**config.mk**
```make
export PLATFORM = sky130hd
export DESIGN_NAME = unum4_unpack
export DESIGN_NICKNAME = d
export VERILOG_FILES = /design/src/rtl/unum4_unpack.sv
export SDC_FILE = /design/constraint.sdc
export NUM_CORES = 1
export LEC_CHECK = 0
export BUFFER_PORTS_ARGS = -buffer_cell sky130_fd_sc_hd__buf_2
export CAP_MARGIN = 5
export CORE_ASPECT_RATIO = 0.8
export CORE_MARGIN = 8
export CORE_UTILIZATION = 40
export CTS_CLUSTER_SIZE = 8
export DETAILED_ROUTE_END_ITERATION = 8
export SLEW_MARGIN = 10
export SYNTH_ARGS = -nofsm -noshare
export SYNTH_HDL_FRONTEND = slang
export SYNTH_SLANG_ARGS = --single-unit
```
**constraint.sdc**
```tcl
create_clock -name clk -period 10.8 [get_ports clk]
set_input_delay 0.54 -clock clk [delete_from_list [all_inputs] [get_ports clk]]
set_output_delay 0.54 -clock clk [all_outputs]
set_load 0.02 [all_outputs]
```
**src/rtl/unum4_unpack.sv**
```systemverilog
// unum4_unpack: three-stage pipeline that unpacks a unum4 word into a signed
// exponent and a guard-extended two's-complement mantissa for the pack stage.
//   clk     - rising-edge clock
//   rst     - asynchronous active-low reset
//   start   - in is valid this cycle
//   in      - packed unum4 word (exponent-size field in the LSBs)
//   done    - exp/mant/zero/special valid this cycle (3 edges after start)
//   exp     - decoded two's-complement exponent
//   mant    - {m, EXTRA zero guard bits}
//   zero    - word encodes zero
//   special - exponent-size field is all-ones
module unum4_unpack #(
    parameter int unsigned DATA_W    = 32,
    parameter int unsigned MAN_MAX_W = 29,
    parameter int unsigned EXP_SZ_W  = 4,
    parameter int unsigned EXP_MAX_W = 16,
    parameter int unsigned EXTRA     = 3
) (
    input  logic                          clk,
    input  logic                          rst,
    input  logic                          start,
    input  logic [DATA_W-1:0]             in,
    output logic                          done,
    output logic [EXP_MAX_W-1:0]          exp,
    output logic [MAN_MAX_W+EXTRA-1:0]    mant,
    output logic                          zero,
    output logic                          special
);

    localparam int unsigned FIELD_W = DATA_W - EXP_SZ_W;
    localparam int unsigned LOW_W   = MAN_MAX_W - 1;
    localparam int unsigned MANT_W  = MAN_MAX_W + EXTRA;
    localparam int unsigned SHAMT_W = $clog2(DATA_W) + 1;

    // Stage 1: captured input word and its valid bit
    logic              s1_valid;
    logic [DATA_W-1:0] s1_word;

    // Stage 2: extracted fields
    logic                 s2_valid;
    logic [MAN_MAX_W-1:0] s2_m;
    logic [EXP_MAX_W-1:0] s2_raw;
    logic                 s2_zero;
    logic                 s2_special;

    // Stage-2 combinational field extraction
    logic [EXP_SZ_W-1:0]  es;
    logic [FIELD_W-1:0]   field;
    logic [LOW_W-1:0]     m_low;
    logic [SHAMT_W-1:0]   shamt;
    logic [EXP_MAX_W-1:0] raw_u;
    logic [EXP_MAX_W-1:0] ext_mask;
    logic                 raw_sign;
    logic [EXP_MAX_W-1:0] raw;
    logic                 top;
    logic                 is_zero;
    logic                 is_special;

    // Stage-3 combinational correction
    logic [EXP_MAX_W-1:0] exp_n;
    logic [MANT_W-1:0]    mant_n;

    always_ff @(posedge clk or negedge rst) begin
        if (!rst) begin
            s1_valid <= 1'b0;
            s1_word  <= '0;
        end else begin
            s1_valid <= start;
            s1_word  <= in;
        end
    end

    // Field extraction: shifting the whole field left by es drops the
    // exponent bits off the top and zero-fills m[es-1:0]; shifting the word
    // right by DATA_W-es leaves just the exponent bits (0 when es==0).
    always_comb begin
        es         = s1_word[EXP_SZ_W-1:0];
        field      = s1_word[DATA_W-1:EXP_SZ_W];
        m_low      = LOW_W'(field << es);
        shamt      = SHAMT_W'(DATA_W) - SHAMT_W'(es);
        raw_u      = EXP_MAX_W'(s1_word >> shamt);
        ext_mask   = {EXP_MAX_W{1'b1}} << es;
        raw_sign   = 1'b0;
        if (es != '0) begin
            raw_sign = raw_u[es - 1'b1];
        end
        raw        = raw_sign ? (raw_u | ext_mask) : raw_u;
        is_special = &es;
        is_zero    = (s1_word == '0);
        top        = 1'b0;
        if (field == '0) begin
            top = 1'b0;
        end else if (is_special) begin
            top = m_low[LOW_W-1];
        end else begin
            top = ~m_low[LOW_W-1];
        end
    end

    always_ff @(posedge clk or negedge rst) begin
        if (!rst) begin
            s2_valid   <= 1'b0;
            s2_m       <= '0;
            s2_raw     <= '0;
            s2_zero    <= 1'b0;
            s2_special <= 1'b0;
        end else begin
            s2_valid   <= s1_valid;
            s2_m       <= {top, m_low};
            s2_raw     <= raw;
            s2_zero    <= is_zero;
            s2_special <= is_special;
        end
    end

    // Negative exponents are bumped by 1 for a normalized 01/10 mantissa and
    // by 2 when the top two mantissa bits are equal.
    always_comb begin
        exp_n  = s2_raw;
        mant_n = {s2_m, EXTRA'(0)};
        if (s2_raw[EXP_MAX_W-1]) begin
            if (s2_m[MAN_MAX_W-1] != s2_m[MAN_MAX_W-2]) begin
                exp_n = s2_raw + EXP_MAX_W'(1);
            end else begin
                exp_n = s2_raw + EXP_MAX_W'(2);
            end
        end
        if (s2_zero) begin
            exp_n  = '0;
            mant_n = '0;
        end
    end

    // Output register: results load only with a valid word, otherwise hold
    always_ff @(posedge clk or negedge rst) begin
        if (!rst) begin
            done    <= 1'b0;
            exp     <= '0;
            mant    <= '0;
            zero    <= 1'b0;
            special <= 1'b0;
        end else begin
            done <= s2_valid;
            if (s2_valid) begin
                exp     <= exp_n;
                mant    <= mant_n;
                zero    <= s2_zero;
                special <= s2_special;
            end
        end
    end

endmodule
```
==> results of run 1 <==
-- flip-flops by register name, indices dropped and copies added, names as in the netlist --
signal and cells:
s1_word 32, mant 29, s2_m 29, exp 16, s2_raw 16, done 1
s1_valid 1, s2_special 1, s2_valid 1, s2_zero 1, special 1, zero 1
-- final timing paths --
| kind | start | end | slack, ns | depth (start not counted) |
|---|---|---|---|---|
| worst max-delay path | s1_word[1]$_DFF_PN0_ | s2_raw[1]$_DFF_PN0_ | 6.33 | 12 |
| worst min-delay path | rst | mant[15]$_DFFE_PN0P_ | 0.06 | 1 |
| worst max register to register | s1_word[1]$_DFF_PN0_ | s2_raw[1]$_DFF_PN0_ | 6.33 | 12 |
| worst min register to register | s1_valid$_DFF_PN0_ | s2_valid$_DFF_PN0_ | 0.35 | 0 |
| max in group asynchronous | rst | s1_word[0]$_DFF_PN0_ | 9.41 | 2 |
| min in group clk | in[28] | s1_word[28]$_DFF_PN0_ | 0.21 | 1 |
-- layout by cell type, fill, tap and decap left out, types with 4 or more instances in the layout --
cell / n
a211oi_1: 18
a21o_1: 6
a21oi_1: 33
a22o_1: 14
and2_1: 8
and3_1: 4
buf_2: 81
buf_4: 12
clkbuf_16: 17
clkbuf_8: 4
dfrtp_1: 125
dfrtp_2: 4
ha_1: 5
inv_1: 36
inv_6: 4
mux2_2: 18
mux2i_1: 47
mux4_2: 36
nand2_1: 46
nand2b_1: 9
nand3_1: 14
nand3b_1: 31
nor2_1: 50
nor2b_1: 9
nor3_1: 18
nor3b_1: 5
nor4_1: 11
o211ai_1: 5
o21ai_0: 51
o21ai_1: 5
o22ai_1: 11
xnor2_1: 7
xor2_1: 8
-- logic make-up (layout without fill, tap and decap cells) --
kind of cell,Yosys count,in the layout,synth area share [%]
AO/OA/AOI/OAI,188,188,16.2
XOR/XNOR,15,15,1.67
adder cells (fa/ha/maj),6,6,0.954
buffers and inverters,107,164,6.23
flip-flops,129,129,41.0
multiplexers,101,101,18.8
other,1,3,0.0476
AND/OR/NAND/NOR,219,219,15.0
-- power by group through the flow --
stage                     Combinational, uW  Sequential [uW]  Clock [uW]
after floorplan                         220              613           0
after global placement                  341              596           0
after detailed placement                342              596           0
after CTS                               343              588         601
after global routing                    378              596         621
final                                   344              588         589
-- synthesized netlist by cell type, drive strengths merged (2+ instances only) --
| cell | count |
|---|---|
| nor4 | 13 |
| o31ai | 5 |
| dfrtp | 129 |
| nor2b | 9 |
| o211a | 2 |
| o21ai | 57 |
| o2bb2ai | 3 |
| o21a | 3 |
| nor3b | 6 |
| o32ai | 3 |
| a21o | 6 |
| a31oi | 4 |
| nand3b | 31 |
| a32oi | 3 |
| o211ai | 5 |
| a22oi | 3 |
| nor2 | 50 |
| o22ai | 11 |
| a211oi | 19 |
| clkinv | 2 |
| a21oi | 34 |
| xor2 | 8 |
| a222oi | 2 |
| mux2i | 47 |
| o221ai | 2 |
| buf | 36 |
| a21boi | 2 |
| ha | 6 |
| nand3 | 14 |
| a22o | 14 |
| xnor2 | 7 |
| mux2 | 18 |
| nand4 | 2 |
| nor3 | 19 |
| mux4 | 36 |
| nand2 | 47 |
| inv | 36 |
| clkbuf | 33 |
| and2 | 8 |
| and3 | 4 |
| o21ba | 3 |
| nand2b | 9 |
| or2 | 2 |
-- critical path: cells and delay by family (launching register included) --
| kind | cells | cell delay (ns) |
|---|---|---|
| adder cells (fa/ha/maj) | 2 | 0.56 |
| AO/OA/AOI/OAI | 2 | 0.40 |
| flip-flops | 1 | 0.34 |
| AND/OR/NAND/NOR | 4 | 1.33 |
| buffers and inverters | 4 | 1.66 |
-- cell type report --
type	instances	share of cell area [%]
repair buffers	94	5.64
clock buffers	23	5.43
inverters	38	1.59
clock inverters	9	1.32
flip-flops and latches	129	36.0
multi-input cells	532	46.4
well taps	264	3.68
-- layer usage --
layer / track usage, % / up-vias / routed length, um
met2: 23.4 / 277 / 8550
met3: 6.22 / 31 / 2100
li1: - / 2901 / -
met4: 6.11 / 2 / 322
met5: 0 / - / 11
met1: 26.4 / 2954 / 10600
-- metrics by stage --
step / hold slack [ns] / total power, uW / worst slack (ns) / util, % / instances
floorplan: 0.244 / 833 / 6.83 / - / 768
global placement: 0.335 / 936 / 6.46 / 42.8 / 1057
detailed placement: 0.335 / 938 / 6.37 / 42.8 / 1057
CTS: 0.0711 / 1530 / 6.33 / 45.9 / 1089
global route: 0.0919 / 1600 / 5.97 / 45.9 / 1089
finish: 0.0609 / 1520 / 6.33 / 45.9 / 1089
==> flow_summary.html, run 1 <==
<table>
<tr><th>Metric</th><th>Value</th></tr>
<tr><th colspan="2">Status</th></tr>
<tr><td>Result of the run</td><td>completed</td></tr>
<tr><th colspan="2">Power</th></tr>
<tr><td>Worst-case vdd ir drop</td><td>0.102 mV</td></tr>
<tr><td>Part of the power in registers</td><td>38.6%</td></tr>
<tr><td>Combinational group share of total power</td><td>22.6%</td></tr>
<tr><td>Leak Pwr</td><td>0.00389 uW</td></tr>
<tr><td>Power per cell area</td><td>169 nW/um^2</td></tr>
<tr><td>Internal Dissipation</td><td>1050 uW</td></tr>
<tr><td>Proportion of total power due to net switching</td><td>31.1%</td></tr>
<tr><td>Clk pwr share</td><td>38.7%</td></tr>
<tr><td>Switching power summed over all nets</td><td>474 uW</td></tr>
<tr><th colspan="2">Routing</th></tr>
<tr><td>Detailed-routing iteration count for the pre-antenna-repair pass</td><td>7</td></tr>
<tr><td>Via count normalized by instance count</td><td>5.66</td></tr>
<tr><td>DRC violation count after routing</td><td>0</td></tr>
<tr><td>Number of nets with antenna violations after detailed routing</td><td>0</td></tr>
<tr><td>Routed length per placed instance</td><td>19.8 um</td></tr>
<tr><td>Final wirelength</td><td>21600 um</td></tr>
<tr><td>First-iteration detailed-routing DRC count</td><td>830</td></tr>
<tr><td>Number of vias in the routed layout</td><td>6165</td></tr>
<tr><th colspan="2">Timing</th></tr>
<tr><td>RSZ-0062 raised after global routing</td><td>false</td></tr>
<tr><td>Clock period minus worst slack</td><td>4.47 ns</td></tr>
<tr><td>Final Hold Vio Count</td><td>0</td></tr>
<tr><td>Endpoints failing setup</td><td>0</td></tr>
<tr><td>Fin Setup TNS</td><td>0 ns</td></tr>
<tr><td>Worst-Margin Slew</td><td>1.14 ns</td></tr>
<tr><td>Share of the cycle needed by the critical path after routing</td><td>41.3%</td></tr>
<tr><td>Number of slew-limit violations in the final report</td><td>0</td></tr>
<tr><td>Clock Skews</td><td>0.0173 ns</td></tr>
<tr><td>Relative max-transition margin</td><td>23.6%</td></tr>
<tr><td>Maximum frequency from static timing analysis</td><td>224 MHz</td></tr>
<tr><th colspan="2">Setup path</th></tr>
<tr><td>Stage delay of the slowest cell on the critical path</td><td>0.64 ns</td></tr>
<tr><td>Crit start category</td><td>register</td></tr>
<tr><td>Start-to-end type of the worst setup path</td><td>register to register</td></tr>
<tr><td>Slowest-stage cell, CP</td><td>nor4_4</td></tr>
<tr><td>Cell seen most often among critical-path stages</td><td>buf_4</td></tr>
<tr><td>Worst EP arrival</td><td>4.77 ns</td></tr>
<tr><td>Cell breakdown of the critical path</td><td>buf_4 &gt; inv_1 &gt; ha_2 &gt; ha_1 &gt; buf_4 &gt; clkinv_1 &gt; and3_1 &gt; nor4_1 &gt; nor3_1 &gt; nor4_4 &gt; a31oi_4 &gt; o41ai_2</td></tr>
<tr><td>Top fanout value on the critical path</td><td>53</td></tr>
<tr><td>CP Capture Type</td><td>register</td></tr>
<tr><td>Critical Path RT</td><td>11.11 ns</td></tr>
<tr><th colspan="2">Yosys</th></tr>
<tr><td>Ys flop type</td><td>dfrtp_1</td></tr>
<tr><td>Synthesized area</td><td>7870 um^2</td></tr>
<tr><td>Share of flip-flops with an asynchronous set or reset after synthesis</td><td>100%</td></tr>
<tr><td>Library cell occupying the most area in the post-synthesis netlist</td><td>dfrtp_1</td></tr>
<tr><td>Sequential share of the synthesized area</td><td>41.0%</td></tr>
<tr><td>Area share of the leading cell type in the synthesized netlist</td><td>41.0%</td></tr>
<tr><td>Synth top area cells</td><td>dfrtp_1, mux4_2, mux2i_1</td></tr>
<tr><td>Per-instance average area after synthesis</td><td>10.3 um^2</td></tr>
<tr><td>Gate count after technology mapping</td><td>766</td></tr>
<tr><td>Total number of yosys warnings</td><td>0</td></tr>
<tr><td>Post-synth cell types</td><td>72</td></tr>
<tr><td>#FFs+latches synth</td><td>129</td></tr>
<tr><td>EDFF count, synth</td><td>0</td></tr>
<tr><th colspan="2">Clocking</th></tr>
<tr><td># H-tree levels</td><td>4</td></tr>
<tr><td>Count of clock tree sinks</td><td>129</td></tr>
<tr><td>Cell chosen for the clock root</td><td>clkbuf_16</td></tr>
<tr><td>Quantity of gates resized following cts</td><td>0</td></tr>
<tr><td>Post-cts hold buffer count</td><td>0</td></tr>
<tr><td>CTS Buffer Depth</td><td>2</td></tr>
<tr><td>TritonCTS clock tree</td><td>yes</td></tr>
<tr><td>Clock Latency Late Sink</td><td>0.43 ns</td></tr>
<tr><td>Clock transition at the register clock pins on the worst setup and hold paths after CTS</td><td>0.06 ns</td></tr>
<tr><td># Post-CTS Setup Buffers</td><td>0</td></tr>
<tr><td>Clock buffers created by TritonCTS</td><td>17</td></tr>
<tr><th colspan="2">Global route</th></tr>
<tr><td>First-pass GRT wire length</td><td>34900 um</td></tr>
<tr><td>Total track usage</td><td>17.8%</td></tr>
<tr><td>Grt total ovfl</td><td>0</td></tr>
<tr><td>Pin count of the biggest net entering global routing</td><td>76</td></tr>
<tr><td>Vias in the first global route</td><td>5998</td></tr>
<tr><td>Antenna violations before repair</td><td>1</td></tr>
<tr><th colspan="2">Floorplanning</th></tr>
<tr><td>Count of pins on the block boundary</td><td>86</td></tr>
<tr><td>Die footprint</td><td>24500 um^2</td></tr>
<tr><td>CORE AREA</td><td>19600 um^2</td></tr>
<tr><td>Floorplan row count</td><td>46</td></tr>
<tr><td>Initial Utilization</td><td>40.2%</td></tr>
<tr><td>Width of the die</td><td>173 um</td></tr>
<tr><td>Die H</td><td>141 um</td></tr>
<tr><th colspan="2">Layout</th></tr>
<tr><td>Syn-to-layout area delta</td><td>14.1%</td></tr>
<tr><td>Fill count</td><td>1859</td></tr>
<tr><td>Flip-flop and latch area</td><td>3230 um^2</td></tr>
<tr><td>Multi-input combinational cell area</td><td>4160 um^2</td></tr>
<tr><td>Layout Cell Area excl Fill</td><td>8980 um^2</td></tr>
<tr><td>Ratio of cells with drive above 1 in the final layout</td><td>24.4%</td></tr>
<tr><td>Count of nets after finishing</td><td>853</td></tr>
<tr><td>Antenna fix cells</td><td>0</td></tr>
<tr><th colspan="2">Run</th></tr>
<tr><td>Max capacitance violation total</td><td>0</td></tr>
<tr><th colspan="2">Placement</th></tr>
<tr><td>Total of buffers placed on input and output ports</td><td>82</td></tr>
<tr><td>Area after DPL</td><td>8380 um^2</td></tr>
<tr><td>Weighted congestion at the end of routability-driven global placement</td><td>0.937</td></tr>
<tr><td>Estimated wirelength of the detail-placed design</td><td>15000 um</td></tr>
<tr><th colspan="2">Hold path</th></tr>
<tr><td>Type of the most critical hold path</td><td>input port to asynchronous set/reset pin</td></tr>
</table>
No activity file was read; power rests on OpenSTA's default activity.
==> run 2, diff against run 1 <==
Clock period 10.8 ns to 4.17 ns, I/O delays scaled along.
==> flow_summary.html, run 2 (synthesis results as in run 1) <==
<table>
<tr><th>Metric</th><th>Value</th></tr>
<tr><th colspan="2">Floorplanning</th></tr>
<tr><td>Die footprint</td><td>24500 um^2 (unchanged)</td></tr>
<tr><td>Initial Utilization</td><td>40.2% (unchanged)</td></tr>
<tr><td>Width of the die</td><td>173 um (unchanged)</td></tr>
<tr><td>Floorplan row count</td><td>46 (unchanged)</td></tr>
<tr><td>Die H</td><td>141 um (unchanged)</td></tr>
<tr><td>Count of pins on the block boundary</td><td>86 (unchanged)</td></tr>
<tr><td>CORE AREA</td><td>19600 um^2 (unchanged)</td></tr>
<tr><th colspan="2">Hold path</th></tr>
<tr><td>Hold path start</td><td>s1_valid$_DFF_PN0_</td></tr>
<tr><td>Type of the most critical hold path</td><td>register to register</td></tr>
<tr><th colspan="2">Layout</th></tr>
<tr><td>Count of nets after finishing</td><td>889 (+4.2%)</td></tr>
<tr><td>Most frequent standard cell in the layout excluding fill and tap cells</td><td>dfrtp_1</td></tr>
<tr><td>Largest register by flop count</td><td>s1_word</td></tr>
<tr><td>Fill count</td><td>1835 (-1.3%)</td></tr>
<tr><td>Antenna fix cells</td><td>0 (unchanged)</td></tr>
<tr><td>Largest registers</td><td>s1_word (32), mant (29), s2_m (29)</td></tr>
<tr><td>Syn-to-layout area delta</td><td>18.6%</td></tr>
<tr><td>Ratio of cells with drive above 1 in the final layout</td><td>23.5% (-0.90 points)</td></tr>
<tr><td>Largest register FFs</td><td>32 (unchanged)</td></tr>
<tr><td>Most used cells in the layout excluding fill and tap cells</td><td>dfrtp_1, buf_2, o21ai_0, nor2_1, mux2i_1</td></tr>
<tr><td>Core utilization of the finished layout</td><td>47.7% (+1.8 points)</td></tr>
<tr><th colspan="2">Clocking</th></tr>
<tr><td>Post-cts hold buffer count</td><td>34 (+34)</td></tr>
<tr><td>Quantity of gates resized following cts</td><td>0 (unchanged)</td></tr>
<tr><td>Count of clock tree sinks</td><td>129 (unchanged)</td></tr>
<tr><td>Clock buffers created by TritonCTS</td><td>17 (unchanged)</td></tr>
<tr><td>Clock Latency Late Sink</td><td>0.43 ns (about the same)</td></tr>
<tr><td># Post-CTS Setup Buffers</td><td>0 (unchanged)</td></tr>
<tr><td># H-tree levels</td><td>4 (unchanged)</td></tr>
<tr><td>Clock transition at the register clock pins on the worst setup and hold paths after CTS</td><td>0.06 ns (about the same)</td></tr>
<tr><td>TritonCTS clock tree</td><td>yes</td></tr>
<tr><td>CTS Buffer Depth</td><td>2 (unchanged)</td></tr>
<tr><td>Cell chosen for the clock root</td><td>clkbuf_16</td></tr>
<tr><th colspan="2">Timing</th></tr>
<tr><td>Relative max-transition margin</td><td>29.3% (+5.7 points)</td></tr>
<tr><td>Worst hold margin</td><td>0.354 ns (+0.293 ns)</td></tr>
<tr><td>Clock Skews</td><td>0.0150 ns (-0.00233 ns)</td></tr>
<tr><td>RSZ-0062 raised after global routing</td><td>false</td></tr>
<tr><td>Share of the cycle needed by the critical path after routing</td><td>85.8% (+44 points)</td></tr>
<tr><td>Fin Setup TNS</td><td>0 ns (unchanged)</td></tr>
<tr><td>Worst-Margin Slew</td><td>1.06 ns (-0.0853 ns)</td></tr>
<tr><td>Clock period minus worst slack</td><td>3.58 ns (-0.888 ns)</td></tr>
<tr><td>Endpoints failing setup</td><td>0 (unchanged)</td></tr>
<tr><td>Setup slack after layout</td><td>0.593 ns (-5.74 ns)</td></tr>
<tr><td>Number of slew-limit violations in the final report</td><td>0 (unchanged)</td></tr>
<tr><td>Maximum frequency from static timing analysis</td><td>280 MHz (+25%)</td></tr>
<tr><td>Final Hold Vio Count</td><td>0 (unchanged)</td></tr>
<tr><th colspan="2">Global route</th></tr>
<tr><td>Most used routing layer in global routing</td><td>met1</td></tr>
<tr><td>Met3 Resource Use GR</td><td>4.94% (-1.3 points)</td></tr>
<tr><td>Antenna violations before repair</td><td>0 (-1)</td></tr>
<tr><td>Vias in the first global route</td><td>6385 (+6.5%)</td></tr>
<tr><td>Total track usage</td><td>18.8% (+0.93 points)</td></tr>
<tr><td>Pin count of the biggest net entering global routing</td><td>96 (+26%)</td></tr>
<tr><td>First-pass GRT wire length</td><td>36600 um (+4.9%)</td></tr>
<tr><td>Met2 track utilization from global routing</td><td>26.1% (+2.7 points)</td></tr>
<tr><td>Grt total ovfl</td><td>0 (unchanged)</td></tr>
<tr><td>Met1 Resource Use GR</td><td>27.5% (+1.1 points)</td></tr>
<tr><th colspan="2">Routing</th></tr>
<tr><td>Detailed-routing iteration count for the pre-antenna-repair pass</td><td>5 (-2)</td></tr>
<tr><td>Number of vias in the routed layout</td><td>6450 (+4.6%)</td></tr>
<tr><td>Final wirelength</td><td>22800 um (+5.7%)</td></tr>
<tr><td>First-iteration detailed-routing DRC count</td><td>583 (-30%)</td></tr>
<tr><td>Routed length per placed instance</td><td>20.3 um (+2.4%)</td></tr>
<tr><td>DRC violation count after routing</td><td>0 (unchanged)</td></tr>
<tr><td>Via count normalized by instance count</td><td>5.73 (+1.3%)</td></tr>
<tr><td>Number of nets with antenna violations after detailed routing</td><td>0 (unchanged)</td></tr>
<tr><th colspan="2">Status</th></tr>
<tr><td>Result of the run</td><td>completed</td></tr>
<tr><th colspan="2">Run</th></tr>
<tr><td>Max capacitance violation total</td><td>0 (unchanged)</td></tr>
<tr><th colspan="2">Placement</th></tr>
<tr><td>Estimated wirelength of the detail-placed design</td><td>15600 um (+4.3%)</td></tr>
<tr><td>Total of buffers placed on input and output ports</td><td>82 (unchanged)</td></tr>
<tr><td>Pre-CTS setup slack</td><td>0.704 ns (-5.66 ns)</td></tr>
<tr><td>Weighted congestion at the end of routability-driven global placement</td><td>0.943 (+0.66%)</td></tr>
<tr><th colspan="2">Power</th></tr>
<tr><td>Worst-case vdd ir drop</td><td>0.244 mV (+140%)</td></tr>
<tr><td>Leak Pwr</td><td>0.00403 uW (+3.7%)</td></tr>
<tr><td>Power per cell area</td><td>423 nW/um^2 (+150%)</td></tr>
<tr><th colspan="2">Setup path</th></tr>
<tr><td>CP Capture Type</td><td>register</td></tr>
<tr><td>Cell class contributing the biggest share of worst-path delay</td><td>simple AND/OR/NAND/NOR gates</td></tr>
<tr><td>Top fanout value on the critical path</td><td>47 (-11%)</td></tr>
<tr><td>Start-to-end type of the worst setup path</td><td>register to register</td></tr>
<tr><td>Worst EP arrival</td><td>3.89 ns (-0.88 ns)</td></tr>
<tr><td>Stage delay of the slowest cell on the critical path</td><td>0.67 ns (+0.03 ns)</td></tr>
<tr><td>Reg-to-reg endpoint</td><td>s2_raw[1]$_DFF_PN0_</td></tr>
<tr><td>Buffers plus inverters on the worst setup path</td><td>3 (-1)</td></tr>
<tr><td>R2R Setup Slk</td><td>0.59 ns (-5.74 ns)</td></tr>
<tr><td>Worst setup path startpoint</td><td>s1_word[0]$_DFF_PN0_</td></tr>
<tr><td>Worst reg2reg startpoint</td><td>s1_word[0]$_DFF_PN0_</td></tr>
<tr><td>Critical Path RT</td><td>4.48 ns (-6.63 ns)</td></tr>
<tr><td>Cell breakdown of the critical path</td><td>inv_1 &gt; ha_2 &gt; ha_1 &gt; buf_12 &gt; clkinv_1 &gt; and3_1 &gt; nor4_1 &gt; nor3_1 &gt; nor4_4 &gt; a31oi_4 &gt; o41ai_2</td></tr>
<tr><td>End point of the critical path</td><td>s2_raw[1]$_DFF_PN0_</td></tr>
<tr><td>Slowest-stage cell, CP</td><td>nor4_4</td></tr>
<tr><td>Crit start category</td><td>register</td></tr>
<tr><td>Total stage count of the critical path</td><td>11 (-1)</td></tr>
<tr><td>Cells on worst reg2reg path</td><td>11 (-1)</td></tr>
</table>
[run 2: changes by cell type in the layout (fill, tap and decap cells not counted), sizes merged]
| cell | previous run | this run |
|---|---|---|
| clkinvlp | 2 | 3 |
| dlygate4sd3 | 0 | 34 |
| clkinv | 3 | 4 |
| inv | 40 | 39 |
| buf | 94 | 96 |
| clkbuf | 23 | 22 |
[run 2: worst min-delay path by stage]
stage                                 end  cells after the start
floorplan                  done$_DFF_PN0_                      0
global route           s2_valid$_DFF_PN0_                      0
global placement    s1_word[21]$_DFF_PN0_                      1
finish                 s2_valid$_DFF_PN0_                      0
detailed placement  s1_word[25]$_DFF_PN0_                      1
CTS                    s2_valid$_DFF_PN0_                      0
[run 2: layout make-up]
cell class / instances / area (um^2) / share of cell area [%]
Sequential cell: 129 / 3230 / 34.6
Multi-Input combinational cell: 532 / 4160 / 44.6
Clock buffer: 22 / 464 / 4.97
Timing Repair Buffer: 130 / 875 / 9.37
Tap cell: 264 / 330 / 3.54
Clock inverter: 10 / 126 / 1.35
Inverter: 38 / 143 / 1.53
[run 2: per-layer routing]
metal / vias to the layer above / wire length [um]
met4: 0 / 484
li1: 2972 / -
met1: 3110 / 11000
met5: - / 0
met2: 330 / 9270
met3: 38 / 2090
[run 2: metrics by stage]
step / area, um^2 / power [uW] / instances
6_report: 9340 / 3950 / 1125
5_1_grt: 9340 / 4130 / 1125
4_1_cts: 9340 / 3970 / 1125
3_5_place_dp: 8400 / 2440 / 1059
3_3_place_gp: 8400 / 2430 / 1059
2_1_floorplan: 7880 / 2160 / 768
[run 2: worst reg2reg max path, stage by stage (launching register included)]
cell and delay, ns:
dfrtp_2 0.42, inv_1 0.08, ha_2 0.23, ha_1 0.33, buf_12 0.26, clkinv_1 0.32
and3_1 0.28, nor4_1 0.32, nor3_1 0.15, nor4_4 0.68, a31oi_4 0.16, o41ai_2 0.26
[run 2: power breakdown]
group	total, uW	switching [uW]	internal (uW)
clock	1490	573	919
combinational	925	536	389
sequential	1530	136	1400
total	3950	1240	2710
==> run 3, diff against run 2 <==
Settings changed: CORE_UTILIZATION 40 to 30, PLACE_DENSITY set to 0.52.
==> flow_summary.html, run 3 (synthesis results as in run 1) <==
<table>
<tr><th>Metric</th><th>Value</th></tr>
<tr><th colspan="2">Status</th></tr>
<tr><td>Result of the run</td><td>completed</td></tr>
<tr><th colspan="2">Timing</th></tr>
<tr><td>Number of slew-limit violations in the final report</td><td>0 (unchanged)</td></tr>
<tr><td>Maximum frequency from static timing analysis</td><td>275 MHz (-1.7%)</td></tr>
<tr><td>Fin Setup TNS</td><td>0 ns (unchanged)</td></tr>
<tr><td>Worst-Margin Slew</td><td>0.906 ns (-0.151 ns)</td></tr>
<tr><td>Share of the cycle needed by the critical path after routing</td><td>87.2% (+1.4 points)</td></tr>
<tr><td>Clock Skews</td><td>0.0168 ns (+0.00185 ns)</td></tr>
<tr><td>Relative max-transition margin</td><td>39.0% (+9.7 points)</td></tr>
<tr><td>Worst hold margin</td><td>0.350 ns (-0.00421 ns)</td></tr>
<tr><td>RSZ-0062 raised after global routing</td><td>false</td></tr>
<tr><td>Endpoints failing setup</td><td>0 (unchanged)</td></tr>
<tr><td>Final Hold Vio Count</td><td>0 (unchanged)</td></tr>
<tr><td>Clock period minus worst slack</td><td>3.64 ns (+0.0603 ns)</td></tr>
<tr><th colspan="2">Setup path</th></tr>
<tr><td>Cell breakdown of the critical path</td><td>inv_1 &gt; ha_2 &gt; ha_1 &gt; buf_4 &gt; mux2i_1 &gt; mux4_2 &gt; o22ai_1 &gt; nor3_1 &gt; nor4_4 &gt; buf_4 &gt; a31oi_4 &gt; o22ai_1</td></tr>
<tr><td>Cell class contributing the biggest share of worst-path delay</td><td>adder cells</td></tr>
<tr><td>Top fanout value on the critical path</td><td>17 (-64%)</td></tr>
<tr><td>CP Capture Type</td><td>register</td></tr>
<tr><td>Critical Path RT</td><td>4.45 ns (-0.03 ns)</td></tr>
<tr><td>Start-to-end type of the worst setup path</td><td>register to register</td></tr>
<tr><td>R2R Setup Slk</td><td>0.53 ns (-0.06 ns)</td></tr>
<tr><td>Slowest-stage cell, CP</td><td>ha_1</td></tr>
<tr><td>Stage delay of the slowest cell on the critical path</td><td>0.46 ns (-0.21 ns)</td></tr>
<tr><td>Total stage count of the critical path</td><td>12 (+1)</td></tr>
<tr><td>Crit start category</td><td>register</td></tr>
<tr><td>Worst reg2reg startpoint</td><td>s1_word[1]$_DFF_PN0_</td></tr>
<tr><td>Cells on worst reg2reg path</td><td>12 (+1)</td></tr>
<tr><td>Worst setup path startpoint</td><td>s1_word[1]$_DFF_PN0_</td></tr>
<tr><td>Worst EP arrival</td><td>3.92 ns (+0.03 ns)</td></tr>
<tr><td>Buffers plus inverters on the worst setup path</td><td>3 (unchanged)</td></tr>
<tr><th colspan="2">Power</th></tr>
<tr><td>Worst-case vdd ir drop</td><td>0.274 mV (+12%)</td></tr>
<tr><td>Power per cell area</td><td>424 nW/um^2 (+0.26%)</td></tr>
<tr><td>Leak Pwr</td><td>0.00409 uW (+1.4%)</td></tr>
<tr><th colspan="2">Layout</th></tr>
<tr><td>Most used cells in the layout excluding fill and tap cells</td><td>dfrtp_1, buf_2, o21ai_0, nor2_1, mux2i_1</td></tr>
<tr><td>Layout Cell Area excl Fill</td><td>9540 um^2 (+2.2%)</td></tr>
<tr><td>Antenna fix cells</td><td>0 (unchanged)</td></tr>
<tr><td>Largest registers</td><td>s1_word (32), mant (29), s2_m (29)</td></tr>
<tr><td>Largest register by flop count</td><td>s1_word</td></tr>
<tr><td>Ratio of cells with drive above 1 in the final layout</td><td>24.2% (+0.70 points)</td></tr>
<tr><td>Most frequent standard cell in the layout excluding fill and tap cells</td><td>dfrtp_1</td></tr>
<tr><td>Core utilization of the finished layout</td><td>36.6% (-11 points)</td></tr>
<tr><td>Largest register FFs</td><td>32 (unchanged)</td></tr>
<tr><td>Syn-to-layout area delta</td><td>21.1%</td></tr>
<tr><td>Count of nets after finishing</td><td>897 (+0.90%)</td></tr>
<tr><th colspan="2">Placement</th></tr>
<tr><td>Estimated wirelength of the detail-placed design</td><td>17100 um (+9.6%)</td></tr>
<tr><td>Total of buffers placed on input and output ports</td><td>82 (unchanged)</td></tr>
<tr><td>Weighted congestion at the end of routability-driven global placement</td><td>0.936 (-0.73%)</td></tr>
<tr><td>Area after DPL</td><td>8570 um^2 (+2.0%)</td></tr>
<tr><th colspan="2">Run</th></tr>
<tr><td>Max capacitance violation total</td><td>0 (unchanged)</td></tr>
<tr><th colspan="2">Clocking</th></tr>
<tr><td>Cell chosen for the clock root</td><td>clkbuf_16</td></tr>
<tr><td>Clock Latency Late Sink</td><td>0.43 ns (about the same)</td></tr>
<tr><td>CTS Buffer Depth</td><td>2 (unchanged)</td></tr>
<tr><td>Clock transition at the register clock pins on the worst setup and hold paths after CTS</td><td>0.07 ns (about the same)</td></tr>
<tr><td>TritonCTS clock tree</td><td>yes</td></tr>
<tr><td>Clock buffers created by TritonCTS</td><td>17 (unchanged)</td></tr>
<tr><td>Count of clock tree sinks</td><td>129 (unchanged)</td></tr>
<tr><td># H-tree levels</td><td>4 (unchanged)</td></tr>
<tr><td># Post-CTS Setup Buffers</td><td>0 (unchanged)</td></tr>
<tr><th colspan="2">Global route</th></tr>
<tr><td>Pin count of the biggest net entering global routing</td><td>92 (-4.2%)</td></tr>
<tr><td>Total track usage</td><td>15.5% (-3.3 points)</td></tr>
<tr><td>Antenna violations before repair</td><td>0 (unchanged)</td></tr>
<tr><td>Vias in the first global route</td><td>6319 (-1.0%)</td></tr>
<tr><td>First-pass GRT wire length</td><td>38200 um (+4.4%)</td></tr>
<tr><td>Grt total ovfl</td><td>0 (unchanged)</td></tr>
<tr><th colspan="2">Floorplanning</th></tr>
<tr><td>Width of the die</td><td>197 um (+14%)</td></tr>
<tr><td>Floorplan row count</td><td>53 (+15%)</td></tr>
<tr><td>Initial Utilization</td><td>30.2% (-10 points)</td></tr>
<tr><td>Count of pins on the block boundary</td><td>86 (unchanged)</td></tr>
<tr><td>CORE AREA</td><td>26100 um^2 (+33%)</td></tr>
<tr><td>Die H</td><td>161 um (+14%)</td></tr>
<tr><td>Die footprint</td><td>31700 um^2 (+30%)</td></tr>
<tr><th colspan="2">Routing</th></tr>
<tr><td>Final wirelength</td><td>24200 um (+6.3%)</td></tr>
<tr><td>Routed length on met2</td><td>9830 um (+6.1%)</td></tr>
<tr><td>Highest layer used for signal routing</td><td>met4</td></tr>
<tr><td>Number of nets with antenna violations after detailed routing</td><td>0 (unchanged)</td></tr>
<tr><td>Number of vias in the routed layout</td><td>6436 (-0.22%)</td></tr>
<tr><td>Total routed wire length on the met1 layer</td><td>11900 um (+8.7%)</td></tr>
<tr><td>Via count normalized by instance count</td><td>5.25 (-8.4%)</td></tr>
<tr><td>First-iteration detailed-routing DRC count</td><td>587 (+0.69%)</td></tr>
<tr><td>Routed length on met3</td><td>2260 um (+8.0%)</td></tr>
<tr><td>DRC violation count after routing</td><td>0 (unchanged)</td></tr>
<tr><td>Routed length per placed instance</td><td>19.8 um (-2.4%)</td></tr>
<tr><td>Detailed-routing iteration count for the pre-antenna-repair pass</td><td>5 (unchanged)</td></tr>
<tr><th colspan="2">Hold path</th></tr>
<tr><td>Type of the most critical hold path</td><td>register to register</td></tr>
<tr><td>Depth of the worst hold-timing path</td><td>0 (unchanged)</td></tr>
<tr><td>Hold path start</td><td>s1_valid$_DFF_PN0_</td></tr>
</table>
run 3: final timing paths:
path / end
hold reg to reg: s2_valid$_DFF_PN0_
min in group asynchronous: s1_word[31]$_DFF_PN0_
max in group asynchronous: mant[14]$_DFFE_PN0P_
setup reg to reg: s2_raw[6]$_DFF_PN0_
hold / removal: s2_valid$_DFF_PN0_
setup / recovery: s2_raw[6]$_DFF_PN0_
run 3: layout make-up:
class,count,area (um^2)
clock inverter,7,123
fill,2615,16500
tap,357,447
timing repair buffer,138,922
inverter,38,143
sequential,129,3230
clock buffer,25,505
multi-input combinational,532,4160
run 3: per-stage QoR:
step                      power [uW]  cells  setup WS, ns
after global placement          2460   1160         0.628
after global routing            4250   1226         0.347
after detailed placement        2470   1160         0.596
final                           4050   1226         0.533
after floorplan                 2160    768         0.199
after CTS                       4090   1226         0.556
run 3: what timing repair did:
action / 4_1_cts / 5_1_grt
gates resized for setup: 0 / 0
hold endpoints to repair: 123 / 0
hold buffers: 34 / 0
run 3: where the power goes:
group	internal, uW	switching, uW
Combinational	394	545
Sequential	1400	135
Clock	1020	552
Total	2810	1230
run 3: metal layers:
| metal | global-route usage (%) | up-vias |
|---|---|---|
| li1 | - | 2986 |
| met1 | 23.0 | 3130 |
| met2 | 20.8 | 302 |
| met3 | 5.58 | 18 |
| met4 | 3.69 | 0 |
| met5 | 0 | - |
